$ cat src/rtl/lsu_pkg.sv
// Shared types and helpers for the RV32I load/store unit.
// Holds funct3 size codes, the access FSM state type and store lane helpers.
package lsu_pkg;

    localparam logic [2:0] F3_B  = 3'b000;
    localparam logic [2:0] F3_H  = 3'b001;
    localparam logic [2:0] F3_W  = 3'b010;
    localparam logic [2:0] F3_BU = 3'b100;
    localparam logic [2:0] F3_HU = 3'b101;

    typedef enum logic [1:0] {
        IDLE  = 2'd0,
        ISSUE = 2'd1,
        WAIT  = 2'd2,
        DONE  = 2'd3
    } lsu_state_e;

    function automatic logic valid_load(input logic [2:0] f3);
        return (f3 == F3_B) || (f3 == F3_H) || (f3 == F3_W) ||
               (f3 == F3_BU) || (f3 == F3_HU);
    endfunction

    function automatic logic valid_store(input logic [2:0] f3);
        return (f3 == F3_B) || (f3 == F3_H) || (f3 == F3_W);
    endfunction

    // Size is carried by funct3[1:0]; halves need off[0]=0, words need off=0.
    function automatic logic misaligned_access(input logic [2:0] f3, input logic [1:0] off);
        logic mis;
        mis = 1'b0;
        case (f3[1:0])
            2'b01:   mis = off[0];
            2'b10:   mis = (off != 2'b00);
            default: mis = 1'b0;
        endcase
        return mis;
    endfunction

    function automatic logic [3:0] store_mask(input logic [2:0] f3, input logic [1:0] off);
        logic [3:0] m;
        case (f3)
            F3_B:    m = 4'b0001 << off;
            F3_H:    m = off[1] ? 4'b1100 : 4'b0011;
            default: m = 4'b1111;
        endcase
        return m;
    endfunction

    function automatic logic [31:0] store_wdata(input logic [2:0] f3, input logic [31:0] d);
        logic [31:0] w;
        case (f3)
            F3_B:    w = {4{d[7:0]}};
            F3_H:    w = {2{d[15:0]}};
            default: w = d;
        endcase
        return w;
    endfunction

endpackage

$ cat src/rtl/load_store_unit_if.sv
// Core/memory bus bundle for load_store_unit.
// Carries the misaligned flag only when LSU_MISALIGN_TRAP_EN is defined.
interface load_store_unit_if #(
    parameter int ADDR_W = 32
) ();
    logic              start;
    logic              isLoad;
    logic              isStore;
    logic [2:0]        funct3;
    logic [ADDR_W-1:0] address;
    logic [31:0]       storeData;
    logic [ADDR_W-1:0] memAddr;
    logic [31:0]       memWdata;
    logic [3:0]        memWmask;
    logic              memRstrb;
    logic              memReady;
    logic [31:0]       memRdata;
    logic [31:0]       loadData;
    logic              busy;
    logic              done;
`ifdef LSU_MISALIGN_TRAP_EN
    logic              misaligned;
`endif

    modport slave (
        input  start, isLoad, isStore, funct3, address, storeData, memReady, memRdata,
        output memAddr, memWdata, memWmask, memRstrb, loadData, busy, done
`ifdef LSU_MISALIGN_TRAP_EN
        , output misaligned
`endif
    );

    modport master (
        output start, isLoad, isStore, funct3, address, storeData, memReady, memRdata,
        input  memAddr, memWdata, memWmask, memRstrb, loadData, busy, done
`ifdef LSU_MISALIGN_TRAP_EN
        , input misaligned
`endif
    );

endinterface

$ cat src/rtl/load_store_unit_load_align.sv
// Combinational load lane selection and sign/zero extension of the read word.
// Reserved funct3 codes yield zero.
module load_align
    import lsu_pkg::*;
(
    input  logic [31:0] rdata,
    input  logic [1:0]  off,
    input  logic [2:0]  funct3,
    output logic [31:0] data
);

    logic [7:0]  lane_b;
    logic [15:0] lane_h;

    always_comb begin
        case (off)
            2'd0:    lane_b = rdata[7:0];
            2'd1:    lane_b = rdata[15:8];
            2'd2:    lane_b = rdata[23:16];
            default: lane_b = rdata[31:24];
        endcase
        lane_h = off[1] ? rdata[31:16] : rdata[15:0];

        data = '0;
        case (funct3)
            F3_B:    data = {{24{lane_b[7]}}, lane_b};
            F3_BU:   data = {24'd0, lane_b};
            F3_H:    data = {{16{lane_h[15]}}, lane_h};
            F3_HU:   data = {16'd0, lane_h};
            F3_W:    data = rdata;
            default: data = '0;
        endcase
    end

endmodule

$ cat src/rtl/load_store_unit.sv
// Memory-stage load/store unit: one word-aligned access per start, extended load result.
// Optional LSU_MISALIGN_TRAP_EN short-circuits misaligned requests and flags them.
module load_store_unit
    import lsu_pkg::*;
#(
    parameter int ADDR_W = 32
) (
    input  logic             CLK,
    input  logic             RESET,
    load_store_unit_if.slave bus
);

    lsu_state_e        state_q, state_d;
    logic [ADDR_W-1:0] mem_addr_q, mem_addr_d;
    logic [31:0]       mem_wdata_q, mem_wdata_d;
    logic [3:0]        mem_wmask_q, mem_wmask_d;
    logic              mem_rstrb_q, mem_rstrb_d;
    logic [31:0]       load_data_q, load_data_d;
    logic              done_q, done_d;
    logic              op_load_q, op_load_d;
    logic [2:0]        f3_q, f3_d;
    logic [1:0]        off_q, off_d;
`ifdef LSU_MISALIGN_TRAP_EN
    logic              misaligned_q, misaligned_d;
`endif

    logic [31:0] aligned_data;
    logic        req_access;
    logic        req_valid;

    load_align u_align (
        .rdata  (bus.memRdata),
        .off    (off_q),
        .funct3 (f3_q),
        .data   (aligned_data)
    );

    // isLoad wins when both request bits are set.
    assign req_access = bus.isLoad || bus.isStore;
    assign req_valid  = bus.isLoad ? valid_load(bus.funct3) : valid_store(bus.funct3);

    always_comb begin
        state_d     = state_q;
        mem_addr_d  = mem_addr_q;
        mem_wdata_d = mem_wdata_q;
        mem_wmask_d = '0;
        mem_rstrb_d = 1'b0;
        load_data_d = load_data_q;
        done_d      = 1'b0;
        op_load_d   = op_load_q;
        f3_d        = f3_q;
        off_d       = off_q;
`ifdef LSU_MISALIGN_TRAP_EN
        misaligned_d = 1'b0;
`endif

        case (state_q)
            IDLE: begin
                if (bus.start) begin
                    mem_addr_d  = {bus.address[ADDR_W-1:2], 2'b00};
                    mem_wdata_d = store_wdata(bus.funct3, bus.storeData);
                    op_load_d   = bus.isLoad;
                    f3_d        = bus.funct3;
                    off_d       = bus.address[1:0];
                    if (!req_access) begin
                        state_d = DONE;
                        done_d  = 1'b1;
                    end else if (!req_valid) begin
                        state_d     = DONE;
                        done_d      = 1'b1;
                        load_data_d = '0;
                    end
`ifdef LSU_MISALIGN_TRAP_EN
                    else if (misaligned_access(bus.funct3, bus.address[1:0])) begin
                        state_d      = DONE;
                        done_d       = 1'b1;
                        misaligned_d = 1'b1;
                    end
`endif
                    else begin
                        state_d = ISSUE;
                        if (bus.isLoad) begin
                            mem_rstrb_d = 1'b1;
                        end else begin
                            mem_wmask_d = store_mask(bus.funct3, bus.address[1:0]);
                        end
                    end
                end
            end
            ISSUE, WAIT: begin
                if (bus.memReady) begin
                    state_d = DONE;
                    done_d  = 1'b1;
                    if (op_load_q) begin
                        load_data_d = aligned_data;
                    end
                end else begin
                    state_d = WAIT;
                end
            end
            DONE: begin
                state_d = IDLE;
            end
            default: begin
                state_d = IDLE;
            end
        endcase
    end

    always_ff @(posedge CLK) begin
        if (RESET) begin
            state_q     <= IDLE;
            mem_addr_q  <= '0;
            mem_wdata_q <= '0;
            mem_wmask_q <= '0;
            mem_rstrb_q <= 1'b0;
            load_data_q <= '0;
            done_q      <= 1'b0;
            op_load_q   <= 1'b0;
            f3_q        <= '0;
            off_q       <= '0;
`ifdef LSU_MISALIGN_TRAP_EN
            misaligned_q <= 1'b0;
`endif
        end else begin
            state_q     <= state_d;
            mem_addr_q  <= mem_addr_d;
            mem_wdata_q <= mem_wdata_d;
            mem_wmask_q <= mem_wmask_d;
            mem_rstrb_q <= mem_rstrb_d;
            load_data_q <= load_data_d;
            done_q      <= done_d;
            op_load_q   <= op_load_d;
            f3_q        <= f3_d;
            off_q       <= off_d;
`ifdef LSU_MISALIGN_TRAP_EN
            misaligned_q <= misaligned_d;
`endif
        end
    end

    assign bus.memAddr  = mem_addr_q;
    assign bus.memWdata = mem_wdata_q;
    assign bus.memWmask = mem_wmask_q;
    assign bus.memRstrb = mem_rstrb_q;
    assign bus.loadData = load_data_q;
    assign bus.done     = done_q;
    assign bus.busy     = (state_q != IDLE);
`ifdef LSU_MISALIGN_TRAP_EN
    assign bus.misaligned = misaligned_q;
`endif

endmodule

$ cat src/flat_wrapper.sv
// flat-port wrapper written by rule: the top's interface ports become plain ports
module load_store_unit_flat import lsu_pkg::*;
#(
    parameter int ADDR_W = 32
)
  (CLK, RESET, bus_start, bus_isLoad, bus_isStore, bus_funct3, bus_address, bus_storeData, bus_memReady, bus_memRdata, bus_memAddr, bus_memWdata, bus_memWmask, bus_memRstrb, bus_loadData, bus_busy, bus_done);
  load_store_unit_if #(.ADDR_W(ADDR_W)) bus_i ();
  input  logic CLK;
  input  logic RESET;
  input wire logic [$bits(bus_i.start)-1:0] bus_start;
  input wire logic [$bits(bus_i.isLoad)-1:0] bus_isLoad;
  input wire logic [$bits(bus_i.isStore)-1:0] bus_isStore;
  input wire logic [$bits(bus_i.funct3)-1:0] bus_funct3;
  input wire logic [$bits(bus_i.address)-1:0] bus_address;
  input wire logic [$bits(bus_i.storeData)-1:0] bus_storeData;
  input wire logic [$bits(bus_i.memReady)-1:0] bus_memReady;
  input wire logic [$bits(bus_i.memRdata)-1:0] bus_memRdata;
  output wire logic [$bits(bus_i.memAddr)-1:0] bus_memAddr;
  output wire logic [$bits(bus_i.memWdata)-1:0] bus_memWdata;
  output wire logic [$bits(bus_i.memWmask)-1:0] bus_memWmask;
  output wire logic [$bits(bus_i.memRstrb)-1:0] bus_memRstrb;
  output wire logic [$bits(bus_i.loadData)-1:0] bus_loadData;
  output wire logic [$bits(bus_i.busy)-1:0] bus_busy;
  output wire logic [$bits(bus_i.done)-1:0] bus_done;
  assign bus_i.start = bus_start;
  assign bus_i.isLoad = bus_isLoad;
  assign bus_i.isStore = bus_isStore;
  assign bus_i.funct3 = bus_funct3;
  assign bus_i.address = bus_address;
  assign bus_i.storeData = bus_storeData;
  assign bus_i.memReady = bus_memReady;
  assign bus_i.memRdata = bus_memRdata;
  assign bus_memAddr = bus_i.memAddr;
  assign bus_memWdata = bus_i.memWdata;
  assign bus_memWmask = bus_i.memWmask;
  assign bus_memRstrb = bus_i.memRstrb;
  assign bus_loadData = bus_i.loadData;
  assign bus_busy = bus_i.busy;
  assign bus_done = bus_i.done;
  load_store_unit #(.ADDR_W(ADDR_W)) u_core (.CLK(CLK), .RESET(RESET), .bus(bus_i));
endmodule
$ cat config.mk
export PLATFORM = sky130hd
export DESIGN_NAME = load_store_unit_flat
export DESIGN_NICKNAME = d
export VERILOG_FILES = /design/src/rtl/lsu_pkg.sv /design/src/rtl/load_store_unit_if.sv /design/src/rtl/load_store_unit_load_align.sv /design/src/rtl/load_store_unit.sv /design/src/flat_wrapper.sv
export SDC_FILE = /design/constraint.sdc
export NUM_CORES = 1
export LEC_CHECK = 0
export CELL_PAD_IN_SITES_DETAIL_PLACEMENT = 1
export CELL_PAD_IN_SITES_GLOBAL_PLACEMENT = 2
export CORE_MARGIN = 10
export CORE_UTILIZATION = 24
export CTS_CLUSTER_SIZE = 8
export DETAILED_ROUTE_END_ITERATION = 8
export GPL_TIMING_DRIVEN = 1
export PLACE_DENSITY_LB_ADDON = 0.3
export SETUP_SLACK_MARGIN = 0.15
export SLEW_MARGIN = 20
export SYNTH_ARGS = -nofsm -noshare
export SYNTH_HDL_FRONTEND = slang
export SYNTH_SLANG_ARGS = --single-unit
$ cat constraint.sdc
create_clock -name CLK -period 1.9 [get_ports CLK]
set_input_delay 0.38 -clock CLK [delete_from_list [all_inputs] [get_ports CLK]]
set_output_delay 0.38 -clock CLK [all_outputs]
set_load 0.005 [all_outputs]
### After elaboration in Yosys (flattened, before gate mapping)

Cells that the tools add are included.

| word-level totals | value |
|---|---|
| output and inout port bits | 103 |
| logic and storage cells | 73 |
| bits in registers | 108 |
| bits of input ports | 105 |

| operators by class | value |
|---|---|
| bitwise gates (word level) | 4 |
| muxes and demuxes | 24 |
| shift-type cells | 1 |
| reductions and logical operators | 16 |
| equality and inequality tests | 18 |

Operator list:

| cell | count |
|---|---|
| $mux 32 | 5 |
| $pmux 32 s5 | 1 |
| $pmux 32 s2 | 2 |
| $pmux 8 s3 | 1 |
| $mux 16 | 1 |
| $eq 3x3->1 const B | 4 |
| $pmux 4 s2 | 1 |
| $mux 1 | 7 |
| $eq 2x2->1 const B | 3 |
| $eq 3x1->1 const B | 2 |
| $eq 3x2->1 const B | 2 |
| $logic_not 3->1 | 2 |
| $mux 2 | 3 |
| $ne 2x2->1 const B | 3 |
| $pmux 2 s3 | 1 |
| $reduce_and 6->1 | 1 |
| $reduce_or 6->1 | 1 |
| $logic_or 1x1->1 | 5 |
| $reduce_or 5->1 | 1 |
| $eq 2x1->1 const B | 2 |
| $logic_not 2->1 | 2 |
| $mux 4 | 1 |
| $ne 2x1->1 const B | 2 |
| $not 1->1 | 4 |
| other kinds (5) | 6 |

### Logic depth before layout (Yosys ltp)

| depth | value |
|---|---|
| depth after elaboration | 10 |
| gate-level depth with buffers | 9 |
| depth with buffers taken out | 6 |

### Modules after synthesis

From an unflattened synthesis, not the netlist that was laid out.

| unflattened totals | value |
|---|---|
| cell total of the unflattened synthesis | 646 |
| area total of the unflattened synthesis | 5450.2 um^2 |

By module, submodules not included:

| module | seq. area each (um^2) | area each (um^2) | cells each | times used |
|---|---|---|---|---|
| load_store_unit | 2162.1 | 4379.2 | 512 | 1 |
| load_align | 0.0 | 1071.0 | 134 | 1 |

### Least setup slack after synthesis

No wires, ideal clock.

| path | value |
|---|---|
| path type | register to register |
| start point | register u_core.off_q[1] |
| end point | register u_core.load_data_q[21] (netlist: u_core.bus.loadData[21]) |
| buffers on the path | 3 |
| data required time | 1.775 ns |
| data arrival time | 1.636 ns |
| setup slack | 0.139 ns |
| cell stages (with the launch flop) | 8 |
| library setup time | 0.125 ns |
| period minus slack after synthesis | 1.761 ns |
| path through | dfxtp_1 buf_6 mux4_2 or2_1 buf_6 buf_8 a22oi_2 o2bb2ai_1 |

| between the ends | value |
|---|---|
| word-level cells in the longest chain between the ends | 6 |
| elaborated cells between the ends (all ways) | 9 |
| classes of those cells | eq/ne: 2; mux: 6; reduce/logical: 1 |

RTL lines:

| what | line | source |
|---|---|---|
| start: declaration | load_store_unit.sv:22 | `logic [1:0] off_q, off_d;` |
| start signal: assignment | load_store_unit.sv:121 | `off_q <= '0;` |
| start signal: assignment | load_store_unit.sv:135 | `off_q <= off_d;` |
| $eq 2x2->1, or another cell as far along | load_store_unit_load_align.sv:16 | `case (off)` |
| $pmux 8 s3 | load_store_unit_load_align.sv:16 |  |
| $pmux 32 s5 (*) | load_store_unit_load_align.sv:25 | `case (funct3)` |
| $mux 32 (*) | load_store_unit.sv:94 | `if (op_load_q) begin` |
| $mux 32 (*) | load_store_unit.sv:91 | `if (bus.memReady) begin` |
| $pmux 32 s2 (*) | load_store_unit.sv:57 | `case (state_q)` |
| end signal: assignment | load_store_unit.sv:131 | `load_data_q <= load_data_d;` |
| end: declaration | load_store_unit.sv:18 | `logic [31:0] load_data_q, load_data_d;` |

Mark *: on every way between the ends. The rest lies on a longest branch, timed or not. The select of a mux whose other input is x is not followed.
A chain may end at the register's enable or synchronous reset.

### Worst setup path after layout

| path | value |
|---|---|
| start point | register u_core.off_q[1] |
| end point | register u_core.load_data_q[18] (netlist: u_core.bus.loadData[18]) |

The elaborated chain is that of the path after synthesis.

==> flow_metrics.py <==
metrics = {
    "power_and_ir_drop": {
        "p_sw_mw": 2.83,
        "power.internal_mw": 5.76,
        "comb_power_share": 0.422,
        "p_total_mw": 8.59,
        "p_seq_frac": 0.330,
        "peakVddDrop_mv": 0.467,
        "p_leak_nw": 2.86,
        "switching_share": 0.329,
        "clkPwrFrac": 0.249,
        "power.density_nw_per_um2": 1090,
    },
    "cells_and_area": {
        "layoutNonFillerInstCount": 1009,
        "areaGrowthSynthToFinish_pct": 65.8,
        "multiInputGateArea_sq_um": 2480,
        "nNetsFinal": 847,
        "layout-drive-gt1-share": 0.151,
        "nFillCells": 2232,
        "final_common_cell": "clkdlybuf4s50_1",
        "seq_area_sq_um": 2170,
        "final_cell_mix": "clkdlybuf4s50_1 (198), nand2_1 (117), dfxtp_1 (106)",
    },
    "sta": {
        "period_needed_ps": 1690,
        "setup_viol": 0,
        "finalCritPeriodShare": 0.890,
        "slew_headroom": 0.531,
        "hold_viol_final": 0,
        "max_freq_ghz": 0.591,
        "drv_slew": 0,
        "fin_skew_ps": 11.8,
        "worst_pin_slew_ps": 703,
        "rsz0062_at_grt": "yes",
    },
    "clock_network": {
        "clock_path_buffers": 2,
        "clock-sinks": 108,
        "cts.clk_slew.worst_paths_ps": 70,
        "cts_max_level": 3,
        "ctsHoldBuffers": 0,
        "root_buffer": "clkbuf_16",
        "cts_tree": "built",
        "insertion_delay_ps": 350,
        "numCtsBuffers": 9,
    },
    "synth": {
        "synth_seq_cells": 108,
        "ys_types": 46,
        "synth_area_sq_um": 4770,
        "yosysSeqAreaShare": 0.453,
        "synth_flop_cell": "dfxtp_1",
        "yosys.area.top_type_share": 0.453,
        "synth_area_leader_cell": "dfxtp_1",
        "yosys-top-cells-area": "dfxtp_1 (45%), nand2_1 (9.3%), a21oi_1 (6.9%)",
        "synthArstFlopShare": 0,
        "syn_inst": 525,
        "yosysWarnings": 0,
        "avgSynthCellArea_sq_um": 9.08,
        "synth_edf_count": 0,
    },
    "flow_run": {
        "cap_violations": 0,
    },
    "drt": {
        "via_count": 4850,
        "drt_first_pass_iters": 4,
        "detail_route.iter0.violations": 194,
        "wirelength_um": 20600,
        "wire_per_inst_um": 20.4,
        "drcViolationCount": 0,
        "vias_per_cell": 4.81,
        "antenna_left": 0,
    },
    "grt": {
        "grt_overflow": 0,
        "grt_pass1_wl_um": 31900,
        "grt_max_degree": 62,
        "grt_pass1_vias": 5374,
        "grtUsageTotal": 0.153,
        "grt_antenna_before_repair": 2,
    },
    "worst_setup_path": {
        "critPathSlowestCell": "mux4_2",
        "cp-end-kind": "flip-flop",
        "required_ps": 2130,
        "crit_fanout": 10,
        "r2r-end": "u_core.bus.loadData[18]",
        "critical_path.max_stage_delay_ps": 530,
        "ff2ff_setup_slack_ps": 210,
        "crit_chain": "mux4_2 > or2_4 > buf_8 > a22oi_2 > o2bb2ai_1",
        "path_delay_family": "multiplexers",
        "startpoint_type": "flip-flop",
        "r2r_start": "u_core.off_q[1]",
        "worst-path-buf-inv": 1,
        "worstSetupPathType": "reg2reg",
        "ff2ff_path_depth": 5,
        "arrival_ps": 1920,
    },
    "die": {
        "core_area_sq_um": 19500,
        "die-area_sq_um": 25900,
        "dieWidth_um": 161,
        "die_h_um": 161,
        "initial_core_util": 0.244,
        "io_pins": 208,
        "rows": 51,
    },
    "min_path": {
        "min_to": "u_core.off_q[1]",
        "hp-start": "RESET",
        "hold_path_class": "in2reg",
        "holdPathStages": 2,
    },
    "placement": {
        "placed_cells": 990,
        "port_buffers": 205,
        "dpl.hpwl_um": 15400,
        "gp_congestion": 0.776,
    },
    "run_status": {
        "status": "finished clean",
    },
}
==> sequential cells by signal, indices dropped and copies added, names as in the netlist <==
name,count
u_core.bus.memRstrb,1
u_core.bus.memAddr,30
u_core.op_load_q,1
u_core.bus.memWdata,32
u_core.bus.done,1
u_core.off_q,2
u_core.state_q,2
u_core.bus.memWmask,4
u_core.bus.loadData,32
u_core.f3_q,3
==> final cells by class <==
| cell class | count | share of cell area |
|---|---|---|
| inverter | 7 | 0.00332 |
| sequential | 108 | 0.274 |
| tap | 265 | 0.0419 |
| timing repair buffer | 251 | 0.326 |
| clock inverter | 5 | 0.0130 |
| multi-input combinational | 363 | 0.313 |
| clock buffer | 9 | 0.0285 |
| antenna | 1 | 0.000316 |
==> worst max-delay path by stage <==
stage / from / end / cells after the start
final: u_core.off_q[1] / u_core.bus.loadData[18] / 5
after CTS: u_core.state_q[0] / bus_busy / 4
after global placement: bus_memRdata[31] / u_core.bus.loadData[16] / 6
after detailed placement: bus_memRdata[31] / u_core.bus.loadData[11] / 6
after floorplan: u_core.off_q[1] / u_core.bus.loadData[21] / 7
after global routing: u_core.f3_q[0] / u_core.bus.loadData[7] / 5
==> stage by stage <==
stage	hold WS, ps	cell area, sq um	worst slack, ps	utilization	setup TNS (ps)
5_1_grt	408	7910	108	0.405	0
6_report	403	7910	209	0.405	0
2_1_floorplan	446	4770	147	-	0
3_3_place_gp	442	7380	-193	0.378	-5000
3_5_place_dp	450	7380	-245	0.378	-6360
4_1_cts	381	7720	138	0.395	0
==> cell usage after synthesis, drive strengths merged (8+ instances only) <==
cell type	instances
nand2	118
dfxtp	108
a21oi	66
o2bb2ai	32
clkbuf	30
nor2	19
buf	18
a22oi	17
mux2i	17
o21ai	12
a211oi	10
a311oi	9
o211ai	9
mux4	8
==> kinds of logic (layout without fill, tap and decap cells) <==
family / count (synthesis) / count (layout) / synth area share
compound gates: 176 / 176 / 0.263
flops: 108 / 108 / 0.453
buf+inv: 55 / 272 / 0.0535
fa+ha+maj: 2 / 2 / 0.00525
other cells: 1 / 3 / 0.000786
mux: 32 / 32 / 0.0900
simple gates: 151 / 151 / 0.135
==> power by group through the flow <==
stage	registers, mW	logic [mW]	clock network, mW
final	2.83	3.62	2.14
after global routing	2.88	3.97	2.31
after CTS	2.83	3.36	2.22
after detailed placement	2.87	3.32	0
after global placement	2.85	3.22	0
after floorplan	2.85	1.58	0
==> what timing repair did <==
action,CTS,global route
buffers inserted,0,1
gates cloned,0,3
setup endpoints to repair,33,38
gates resized for setup,6,28
pin swaps,0,7
==> metal layers <==
metal	routed length [um]	global-route usage	up-vias	part of all wire
met5	0	0	-	0
met4	172	0.0285	0	0.0084
met3	1850	0.0730	9	0.090
met2	10100	0.261	153	0.49
met1	8390	0.173	2365	0.41
li1	-	-	2323	-
No activity file was read; power rests on OpenSTA's default activity.
